`config.mk`:
```
export PLATFORM = sky130hd
export DESIGN_NAME = elevator_scan_controller
export DESIGN_NICKNAME = d
export VERILOG_FILES = /design/src/rtl/elevator_scan_controller.sv
export SDC_FILE = /design/constraint.sdc
export NUM_CORES = 1
export LEC_CHECK = 0
export ABC_AREA = 1
export ABC_CLOCK_PERIOD_IN_PS = 3550
export CORE_MARGIN = 3
export CORE_UTILIZATION = 58
export CTS_CLUSTER_DIAMETER = 50
export DETAILED_ROUTE_END_ITERATION = 10
export PLACE_DENSITY = 0.95
export SYNTH_ARGS = -nofsm -noshare
export SYNTH_HDL_FRONTEND = slang
export SYNTH_SLANG_ARGS = --single-unit
```
`constraint.sdc`:
```
create_clock -name clk -period 3.55 [get_ports clk]
set_input_delay 0.71 -clock clk [delete_from_list [all_inputs] [get_ports clk]]
set_output_delay 0.71 -clock clk [all_outputs]
set_load 0.1 [all_outputs]
```
`src/rtl/elevator_scan_controller.sv`:
```
// Per-car motion and door sequencer: accumulates floor requests and serves them
// with a LOOK direction policy, stepping the car in half-floor units.
module elevator_scan_controller #(
  parameter int NUM_FLOORS    = 6,
  parameter int TRAVEL_CYCLES = 4,
  parameter int DOOR_CYCLES   = 8,
  parameter int POS_W         = $clog2(2*NUM_FLOORS-1)
) (
  input  logic                  clk,
  input  logic                  n_rst,
  input  logic [NUM_FLOORS-1:0] req_set,
  input  logic                  door_hold,
  output logic [NUM_FLOORS-1:0] pending,
  output logic [POS_W-1:0]      position,
  output logic                  direction,
  output logic                  moving,
  output logic                  door_open,
  output logic                  arrive
);

  localparam int STEP_W  = $clog2(TRAVEL_CYCLES + 1);
  localparam int DWELL_W = $clog2(DOOR_CYCLES + 1);
  localparam logic [STEP_W-1:0]  STEP_LOAD  = STEP_W'(TRAVEL_CYCLES - 1);
  localparam logic [DWELL_W-1:0] DWELL_LOAD = DWELL_W'(DOOR_CYCLES - 1);

  typedef enum logic [1:0] {
    IDLE      = 2'd0,
    MOVING    = 2'd1,
    DOOR_OPEN = 2'd2
  } state_t;

  state_t                  state_q, state_d;
  logic [POS_W-1:0]        position_q, position_d;
  logic                    direction_q, direction_d;
  logic [NUM_FLOORS-1:0]   pending_q, pending_d;
  logic [STEP_W-1:0]       step_q, step_d;
  logic [DWELL_W-1:0]      dwell_q, dwell_d;
  logic                    arrive_q, arrive_d;

  logic [POS_W-1:0]        step_pos;
  logic [NUM_FLOORS-1:0]   clr;
  logic [NUM_FLOORS-1:0]   cur_mask;
  logic [NUM_FLOORS-1:0]   eval_mask;
  logic                    eval_above, eval_below;
  logic                    open_req, try_depart;
  logic                    ahead, behind;
  int                      cur_floor, eval_floor;

  function automatic logic [NUM_FLOORS-1:0] floor_mask(input int floor);
    logic [NUM_FLOORS-1:0] m;
    m = '0;
    for (int i = 0; i < NUM_FLOORS; i++) begin
      if (i == floor) m[i] = 1'b1;
    end
    return m;
  endfunction

  function automatic logic any_above(input logic [NUM_FLOORS-1:0] req, input int floor);
    logic r;
    r = 1'b0;
    for (int i = 0; i < NUM_FLOORS; i++) begin
      if (i > floor) r = r | req[i];
    end
    return r;
  endfunction

  function automatic logic any_below(input logic [NUM_FLOORS-1:0] req, input int floor);
    logic r;
    r = 1'b0;
    for (int i = 0; i < NUM_FLOORS; i++) begin
      if (i < floor) r = r | req[i];
    end
    return r;
  endfunction

  always_ff @(posedge clk) begin
    if (!n_rst) begin
      state_q     <= IDLE;
      position_q  <= '0;
      direction_q <= 1'b1;
      pending_q   <= '0;
      step_q      <= '0;
      dwell_q     <= '0;
      arrive_q    <= 1'b0;
    end else begin
      state_q     <= state_d;
      position_q  <= position_d;
      direction_q <= direction_d;
      pending_q   <= pending_d;
      step_q      <= step_d;
      dwell_q     <= dwell_d;
      arrive_q    <= arrive_d;
    end
  end

  // Floor evaluation happens against the current floor, or against the floor
  // just reached when a step lands on an even position.
  always_comb begin
    state_d     = state_q;
    position_d  = position_q;
    direction_d = direction_q;
    step_d      = step_q;
    dwell_d     = dwell_q;
    arrive_d    = 1'b0;
    clr         = '0;
    open_req    = 1'b0;
    try_depart  = 1'b0;
    ahead       = 1'b0;
    behind      = 1'b0;

    cur_floor  = int'(position_q >> 1);
    cur_mask   = floor_mask(cur_floor);
    step_pos   = direction_q ? position_q + 1'b1 : position_q - 1'b1;
    eval_floor = cur_floor;

    case (state_q)
      IDLE: begin
        if ((pending_q & cur_mask) != '0) open_req = 1'b1;
        else                              try_depart = 1'b1;
      end
      MOVING: begin
        if (step_q != '0) begin
          step_d = step_q - 1'b1;
        end else begin
          position_d = step_pos;
          step_d     = STEP_LOAD;
          if (!step_pos[0]) begin
            eval_floor = int'(step_pos >> 1);
            if ((pending_q & floor_mask(eval_floor)) != '0) open_req = 1'b1;
            else                                            try_depart = 1'b1;
          end
        end
      end
      DOOR_OPEN: begin
        clr = cur_mask;
        if (door_hold || ((req_set & cur_mask) != '0)) dwell_d = DWELL_LOAD;
        else if (dwell_q != '0)                         dwell_d = dwell_q - 1'b1;
        else                                            try_depart = 1'b1;
      end
      default: state_d = IDLE;
    endcase

    eval_mask  = floor_mask(eval_floor);
    eval_above = any_above(pending_q, eval_floor);
    eval_below = any_below(pending_q, eval_floor);

    if (open_req) begin
      state_d  = DOOR_OPEN;
      dwell_d  = DWELL_LOAD;
      arrive_d = 1'b1;
      clr      = clr | eval_mask;
    end else if (try_depart) begin
      ahead  = direction_q ? eval_above : eval_below;
      behind = direction_q ? eval_below : eval_above;
      if (ahead) begin
        state_d = MOVING;
        step_d  = STEP_LOAD;
      end else if (behind) begin
        state_d     = MOVING;
        direction_d = ~direction_q;
        step_d      = STEP_LOAD;
      end else begin
        state_d = IDLE;
      end
    end

    pending_d = (pending_q | req_set) & ~clr;
  end

  assign pending   = pending_q;
  assign position  = position_q;
  assign direction = direction_q;
  assign moving    = (state_q == MOVING);
  assign door_open = (state_q == DOOR_OPEN);
  assign arrive    = arrive_q;

endmodule

```
Word-level counts from Yosys, hierarchy flattened
Cells that the tools add are included.
{"block": "classes", "addsub": 4, "n_reduce_logical": 19, "bitwise": 22, "order_cmp": 12, "n_mux": 84, "n_eq_ne": 19}
{"op": "$logic_not 32->1", "n": 3}
{"op": "$eq 3x32->1 const A", "n": 2}
{"op": "$eq 4x32->1 const A", "n": 2}
{"op": "$gt 3x32->1 const A", "n": 2}
{"op": "$gt 4x32->1 const A", "n": 2}
{"op": "$lt 3x32->1 const A", "n": 2}
{"op": "$lt 4x32->1 const A", "n": 2}
{"op": "$mux 1", "n": 63}
{"op": "$mux 3", "n": 11}
{"op": "$eq 2x32->1 const A", "n": 1}
{"op": "$gt 1x32->1 const A", "n": 1}
{"op": "$gt 2x32->1 const A", "n": 1}
{"op": "$lt 1x32->1 const A", "n": 1}
{"op": "$lt 2x32->1 const A", "n": 1}
{"op": "$and 6x6->6", "n": 4}
{"op": "$eq 3x3->1 const A", "n": 8}
{"op": "$reduce_bool 6->1", "n": 3}
{"op": "$mux 4", "n": 3}
{"op": "$mux 6", "n": 2}
{"op": "$or 6x6->6", "n": 2}
{"op": "$or 1x1->1", "n": 10}
{"op": "$sub 4x1->4 const B", "n": 2}
{"op": "$eq 2x3->1 const A", "n": 2}
{"op": "$mux 2", "n": 3}
{"op": "other kinds (19)", "n": 27}
{"block": "word_totals", "wordCells": 169, "inputBits": 9, "register_bits": 21}

Logic depth before layout (Yosys ltp)
Gate-level depths: netlist of the first run.
{"block": "depth", "ltp_word": 22, "ltp_mapped": 17, "mapped_depth_nobuf": 17}

Worst setup path before layout of the first run
No wires, ideal clock.
{"block": "synth_path", "kind": "register -> register", "from": "register position_q[0], in the netlist position[0]", "to": "register step_q[0]", "path_slack_ns": 0.564, "period_less_slack_ns": 2.986, "required_time_ns": 3.429, "n_path_buf": 0, "arrival_time_ns": 2.866, "path_stages_with_launch": 14, "cell_sequence": "dfxtp_1 inv_1 fa_1 inv_1 nand4_1 nand2_2 nor2_4 nand2_1 nand2_1 o21ai_1 nor2_1 nand2_2 nand2_2 a21oi_1"}
{"block": "synth_via", "elab_chain_len": 22, "word_cells_on_any_way": 86, "classes_between": "2 x add/sub; 12 x order compare; 5 x eq/ne; 54 x mux; 11 x bitwise; 2 x reduce/logical"}
{"item": "start: declaration", "line_no": "33", "rtl": "logic [POS_W-1:0] position_q, position_d;"}
{"item": "start signal: assignment", "line_no": "87", "rtl": "position_q <= position_d;"}
{"item": "$sub 4x1->4 / $add 4x1->4 (equally long branches)", "line_no": "113", "rtl": "step_pos = direction_q ? position_q + 1'b1 : position_q - 1'b1;"}
{"item": "$mux 4 (*)", "line_no": "113"}
{"item": "named net step_pos[0]", "line_no": "40", "rtl": "logic [POS_W-1:0] step_pos;"}
{"item": "$mux 3", "line_no": "127", "rtl": "if (!step_pos[0]) begin"}
{"item": "$mux 3", "line_no": "122", "rtl": "if (step_q != '0) begin"}
{"item": "$mux 3", "line_no": "116", "rtl": "case (state_q)"}
{"item": "$gt 1x32->1 / $lt 1x32->1 (equally long branches)", "line_no": "62, 71"}
{"item": "$mux 1, on equally long branches", "line_no": "62, 71"}
{"item": "[7 not listed]"}
{"item": "$mux 1, on equally long branches", "line_no": "62, 71"}
{"item": "$or 1x1->1, on equally long branches", "line_no": "62, 71"}
{"item": "$mux 1, on equally long branches", "line_no": "62, 71"}
{"item": "$mux 1", "line_no": "154", "rtl": "behind = direction_q ? eval_below : eval_above;"}
{"item": "$mux 3", "line_no": "158", "rtl": "end else if (behind) begin"}
{"item": "$mux 3", "line_no": "155", "rtl": "if (ahead) begin"}
{"item": "$mux 3", "line_no": "152", "rtl": "end else if (try_depart) begin"}
{"item": "$mux 3 (*)", "line_no": "147", "rtl": "if (open_req) begin"}
{"item": "end signal: assignment", "line_no": "90", "rtl": "step_q <= step_d;"}
{"item": "end: declaration", "line_no": "36", "rtl": "logic [STEP_W-1:0] step_q, step_d;"}
The timed path passes the listed nets; every way through them passes the cells marked *. The select of a mux whose other input is x is not followed.
A chain may end at the register's enable or synchronous reset.

Worst setup path in the final report of the first run
{"block": "layout_path", "from": "register pending_q[4], in the netlist pending[4]", "to": "output pending[4]"}
{"item": "start: declaration", "line_no": "35", "rtl": "logic [NUM_FLOORS-1:0] pending_q, pending_d;"}
{"item": "start signal: assignment", "line_no": "89", "rtl": "pending_q <= pending_d;"}
{"item": "end: declaration", "line_no": "13", "rtl": "output logic [NUM_FLOORS-1:0] pending,"}
No word-level cell between the ends.

==> results.toml, run 1 <==
[status]
status = "completed"

[critical_path]
end_kind = "primary output"
setup.worst_path.start_class = "flop"
crit_family = "buffers and inverters"
cp_max_fo = 6
slowest_delay_ps = 1180
critPathBufInv = 1
critical_path.slowest_cell = "clkdlybuf4s50_1"
worstPathArrival_ps = 1960
crit_chain = "clkdlybuf4s50_1"
cp.required_ps = 2840
worstSetupPathType = "flop to primary output"

[synth]
synth_nets = 262
synth_enable_flop_cells = 0
synthFlopType = "dfxtp_1"
synthTopCellsByArea = "dfxtp_1 (27%), nand2_1 (18%), inv_1 (8.4%)"
yosysWarnings = 0
synth_area_per_cell_um2 = 6.35
syn_area_mm2 = 0.00156
synth_top_area_cell = "dfxtp_1"
async_flop_share_pct = 0
synthDistinctLibCells = 34
synth.most_common_cell = "nand2_1"
yosysTopAreaCellShare_pct = 27.0
ys_seq_area_share_pct = 27.0
ys_ff_latch = 21
yosys-top-cells-count = "nand2_1 (74), inv_1 (35), dfxtp_1 (21), nand3_1 (21), nor2_1 (21)"
syn_inst = 245

[power]
powerDensity_mw_per_mm2 = 845
internal-power_mw = 0.629
switching_share_pct = 59.1
comb_power_share_pct = 67.0
p_clk_share_pct = 7.8
seqPwrFrac_pct = 25.1
vdd_ir_drop_max_mv = 0.711
p_leak_nw = 0.890
power.switching_mw = 0.907

[clocking]
clockRootBuffer = "clkbuf_4"
cts_tree = "yes"
postCtsResizedCells = 0
insertion_delay_ps = 310
cts_sinks = 21
cts.htree.levels = 1
cts_buffers = 3
postCtsSetupBuffers = 0
cts_max_path_buffers = 2
holdBufCountCts = 0
clk_pin_slew_ps = 130

[sta]
period_share_pct = 75.3
slew_violations = 0
whs_ps = 523
fmax_ghz = 0.374
tns_ps = 0
setup_viol = 0
worstMarginPinSlew_ps = 966
rsz0062_at_grt = "false"
finClkSkew_ps = 8.25
finalHoldViolations = 0
max_slew_margin_pct = 35.4
finalCriticalPeriod_ps = 2670

[drt]
viasPerCell = 5.65
top_layer_used = "met4"
wl_um = 3940
wl_met2_um = 1870
dr_wl_met3_um = 316
ant_nets = 0
initialDrtViolationCount = 70
drcViolationCount = 0
wl_per_cell_um = 13.2
met1_length_um = 1680
num_vias = 1689
dr.pass1.iters = 6

[final_layout]
fin_util_pct = 72.0
syn_to_final_growth_pct = 16.8
fin_cells = 299
drive_above_1_share_pct = 8.92
final.fill_count = 219
final_cell_area_mm2 = 0.00182
antennaDiodeCount = 0
nets = 287

[die]
core_area_mm2 = 0.00252
dieArea_mm2 = 0.00334
die_x_um = 57.8
num_io_pins = 23
start_util_pct = 61.7
std_cell_rows = 18
die_h_um = 57.8

[placed_design]
dp_cells = 295
post-dp-hpwl_um = 3030
port-buffer-count = 22
dpl_cell_area_mm2 = 0.00179
place.gp.congestion = 0.906

[global_routing]
grt_pass1_vias = 1595
grt_use_total_pct = 24.5
grt_pass1_wl_um = 6710
grt_max_degree = 13
antenna_found_initial = 0
grt_overflow = 0

[min_path]
worstHoldPathType = "flop to flop"

[flow_run]
maxCapViolations = 0
## path summary, 6_finish.rpt
path,slack [ps],from,depth (start not counted),to
worst min register to register,520,dwell_q[3],2,dwell_q[3]
worst max-delay path,880,pending[4],1,pending[4]
worst min-delay path,520,dwell_q[3],2,dwell_q[3]
worst max register to register,990,position[1],13,step_q[0]
## per-stage QoR
stage / setup slack (ps) / power [mW]
floorplan: 564 / 1.20
global placement: 1140 / 1.39
detailed placement: 1070 / 1.40
CTS: 892 / 1.53
global route: 816 / 1.65
finish: 879 / 1.54
## power by group through the flow
stage                     clock (mW)  combinational (mW)  sequential (mW)
after detailed placement           0                1.01            0.391
after global routing           0.134                1.12            0.395
after floorplan                    0               0.625            0.573
after global placement             0                1.00            0.386
after CTS                      0.122                1.02            0.384
final                          0.120                1.03            0.386
## cells by family after synthesis
family,count (synthesis),synth area share (%)
buffers and inverters,40,9.90
adders and majority gates,8,6.92
xor gates and xnor gates,2,1.13
and+or+nand+nor,136,41.0
DFF,21,27.0
AOI/OAI and AO/OA,38,14.0
## flip-flops by register name (all words and copies together), names as in the netlist
register	count
direction	1
position	4
step_q	3
pending	6
dwell_q	4
state_q	2
arrive	1
## layer usage
layer  up-vias  GRT usage [%]
met5         -              0
met4         0           8.61
met3        18           5.79
met2        73           40.3
met1       756           31.4
li1        842              -
## layout by cell type (no fill, tap or decap), types with 3 or more instances in the layout
cell type / count
nand2_1: 74
inv_1: 35
nor2_1: 21
nand3_1: 21
dfxtp_1: 21
clkdlybuf4s50_1: 17
o21ai_0: 14
a21oi_1: 12
ha_1: 7
nand2_2: 5
buf_4: 5
nand4_1: 3
clkbuf_4: 3
## final cells by class
type                            count  area (um^2)  area share [%]
Clock buffer                        3         22.5            1.24
Clock inverter                      1         5.00           0.275
Inverter                           38          143            7.85
Multi-Input combinational cell    184          981            54.0
Sequential cell                    21          420            23.1
Tap cell                           30         37.5            2.07
Timing Repair Buffer               22          208            11.4
Note: power is estimated with default switching activity, not from simulation.
==> inputs of run 2 (changes only) <==
ABC_CLOCK_PERIOD_IN_PS = 2600   (was 3550)
CORE_UTILIZATION = 54   (was 58)
PLACE_DENSITY = 0.92   (was 0.95)
clock period = 2.6 ns   (was 3.55 ns; I/O delays follow)
==> results.toml, run 2 (synthesis results as in run 1) <==
[flow_run]
maxCapViolations = 0

[sta]
worstMarginPinSlew_ps = 398
max_slew_margin_pct = 73.4
finalCriticalPeriod_ps = 2350
finClkSkew_ps = 2.14
whs_ps = 523
finalHoldViolations = 0
tns_ps = 0
fmax_ghz = 0.425
fin_ws_ps = 245
period_share_pct = 90.6
setup_viol = 0
slew_violations = 0
rsz0062_at_grt = "false"

[drt]
drcViolationCount = 0
wl_um = 3850
num_vias = 1680
wl_per_cell_um = 12.8
ant_nets = 0
initialDrtViolationCount = 111
dr.pass1.iters = 7
viasPerCell = 5.60

[die]
std_cell_rows = 18
die_h_um = 59.7
dieArea_mm2 = 0.00356
core_area_mm2 = 0.00261
start_util_pct = 59.5
num_io_pins = 23
die_x_um = 59.7

[status]
status = "completed"

[global_routing]
grt_pass1_wl_um = 6570
grt_use_total_pct = 24.1
grt_pass1_vias = 1509
grt_overflow = 0
antenna_found_initial = 0
grt_max_degree = 13

[final_layout]
largest_reg_flops = 6
nets = 288
layout_common_cells = "nand2_1 (74), inv_1 (35), nand3_1 (21)"
final_cell_area_mm2 = 0.00181
fin_util_pct = 69.3
antennaDiodeCount = 0
drive_above_1_share_pct = 14.4
final_common_cell = "nand2_1"
syn_to_final_growth_pct = 16.4

[min_path]
min_from = "dwell_q[2]"
worstHoldPathType = "flop to flop"
min_delay_path_depth = 2
whs_endpoint = "dwell_q[2]"

[power]
vdd_ir_drop_max_mv = 0.879
comb_power_share_pct = 66.9
p_leak_nw = 0.907
seqPwrFrac_pct = 25.3
internal-power_mw = 0.857
switching_share_pct = 59.3
power.switching_mw = 1.25
p_clk_share_pct = 7.8
powerDensity_mw_per_mm2 = 1160

[critical_path]
crit_family = "simple AND/OR/NAND/NOR gates"
end_kind = "flop"
r2r_start = "position[1]"
cp_common_cell = "nand2_2"
r2r_end = "step_q[0]"
worstSetupPathType = "flop to flop"
reg2reg_slack_ps = 250
r2r_cells = 13
critical_path.slowest_cell = "fa_1"
cp_max_fo = 8
slowest_delay_ps = 590
cp.required_ps = 2810
critPathBufInv = 2
crit_chain = "inv_1, fa_1, inv_1, nand4_1, nand2_2, nor2_4, nand2_1, nand2_1, o21ai_1, nor2_2, nand2_2, nand2_2, a21oi_1"
setup.worst_path.start_class = "flop"
worstPathArrival_ps = 2570

[placed_design]
place_worst_setup_slack_ps = 319
post-dp-hpwl_um = 2950
port-buffer-count = 22
place.gp.congestion = 0.936
dpl_cell_area_mm2 = 0.00178

[clocking]
cts_buffers = 3
clockRootBuffer = "clkbuf_4"
cts.htree.levels = 1
postCtsSetupBuffers = 0
cts_max_path_buffers = 2
cts_sinks = 21
insertion_delay_ps = 320
cts_tree = "yes"
clk_pin_slew_ps = 120
run 2: cell count changes in the layout (fill, tap and decap cells not counted):
cell / previous run / this run
dfxtp_1: 21 / 18
dfxtp_2: 0 / 3
nor2_2: 0 / 2
buf_4: 5 / 15
nor2_1: 21 / 19
clkdlybuf4s50_1: 17 / 8
run 2: final cells by class:
type | count | area [um^2]
Clock buffer | 3 | 22.5
Clock inverter | 1 | 5.00
Fill cell | 232 | 802
Inverter | 38 | 143
Multi-Input combinational cell | 184 | 986
Sequential cell | 21 | 424
Tap cell | 30 | 37.5
Timing Repair Buffer | 23 | 193
run 2: stage by stage:
| step | instances | power (mW) |
|---|---|---|
| 2_1_floorplan | 245 | 1.64 |
| 3_3_place_gp | 296 | 1.90 |
| 3_5_place_dp | 296 | 1.92 |
| 4_1_cts | 300 | 2.10 |
| 5_1_grt | 300 | 2.27 |
| 6_report | 300 | 2.11 |
run 2: layer usage:
metal,routed length (um),GRT usage (%),vias up
met5,0,0,-
met4,122,13.3,0
met3,356,3.24,15
met2,1690,36.1,101
met1,1690,33.1,717
li1,-,-,847
run 2: power groups by stage:
stage | registers (mW) | clock network [mW] | logic [mW]
3_3_place_gp | 0.532 | 0 | 1.37
4_1_cts | 0.530 | 0.171 | 1.40
6_report | 0.533 | 0.164 | 1.41
3_5_place_dp | 0.538 | 0 | 1.39
2_1_floorplan | 0.786 | 0 | 0.855
5_1_grt | 0.544 | 0.180 | 1.55
run 2: worst max path at each step:
| stage | from | to | slack (ps) | cells past startpoint |
|---|---|---|---|---|
| 2_1_floorplan | position[2] | step_q[0] | 30 | 13 |
| 3_3_place_gp | position[0] | step_q[1] | 300 | 13 |
| 3_5_place_dp | position[1] | step_q[1] | 320 | 13 |
| 4_1_cts | position[1] | step_q[1] | 260 | 13 |
| 5_1_grt | position[1] | step_q[0] | 20 | 14 |
| 6_report | position[1] | step_q[0] | 250 | 13 |
run 2: repair_timing:
action,CTS,global route
endpoints found under the hold margin,0,0
gates resized for setup,0,1
endpoints found under the setup margin,0,3
hold buffers,0,0
run 2: tightest hold or removal path, delay by kind of cell, from the launching register on:
| kind | cells | cell delay (ps) |
|---|---|---|
| compound gates | 1 | 50 |
| flops | 1 | 360 |
| simple gates | 1 | 70 |
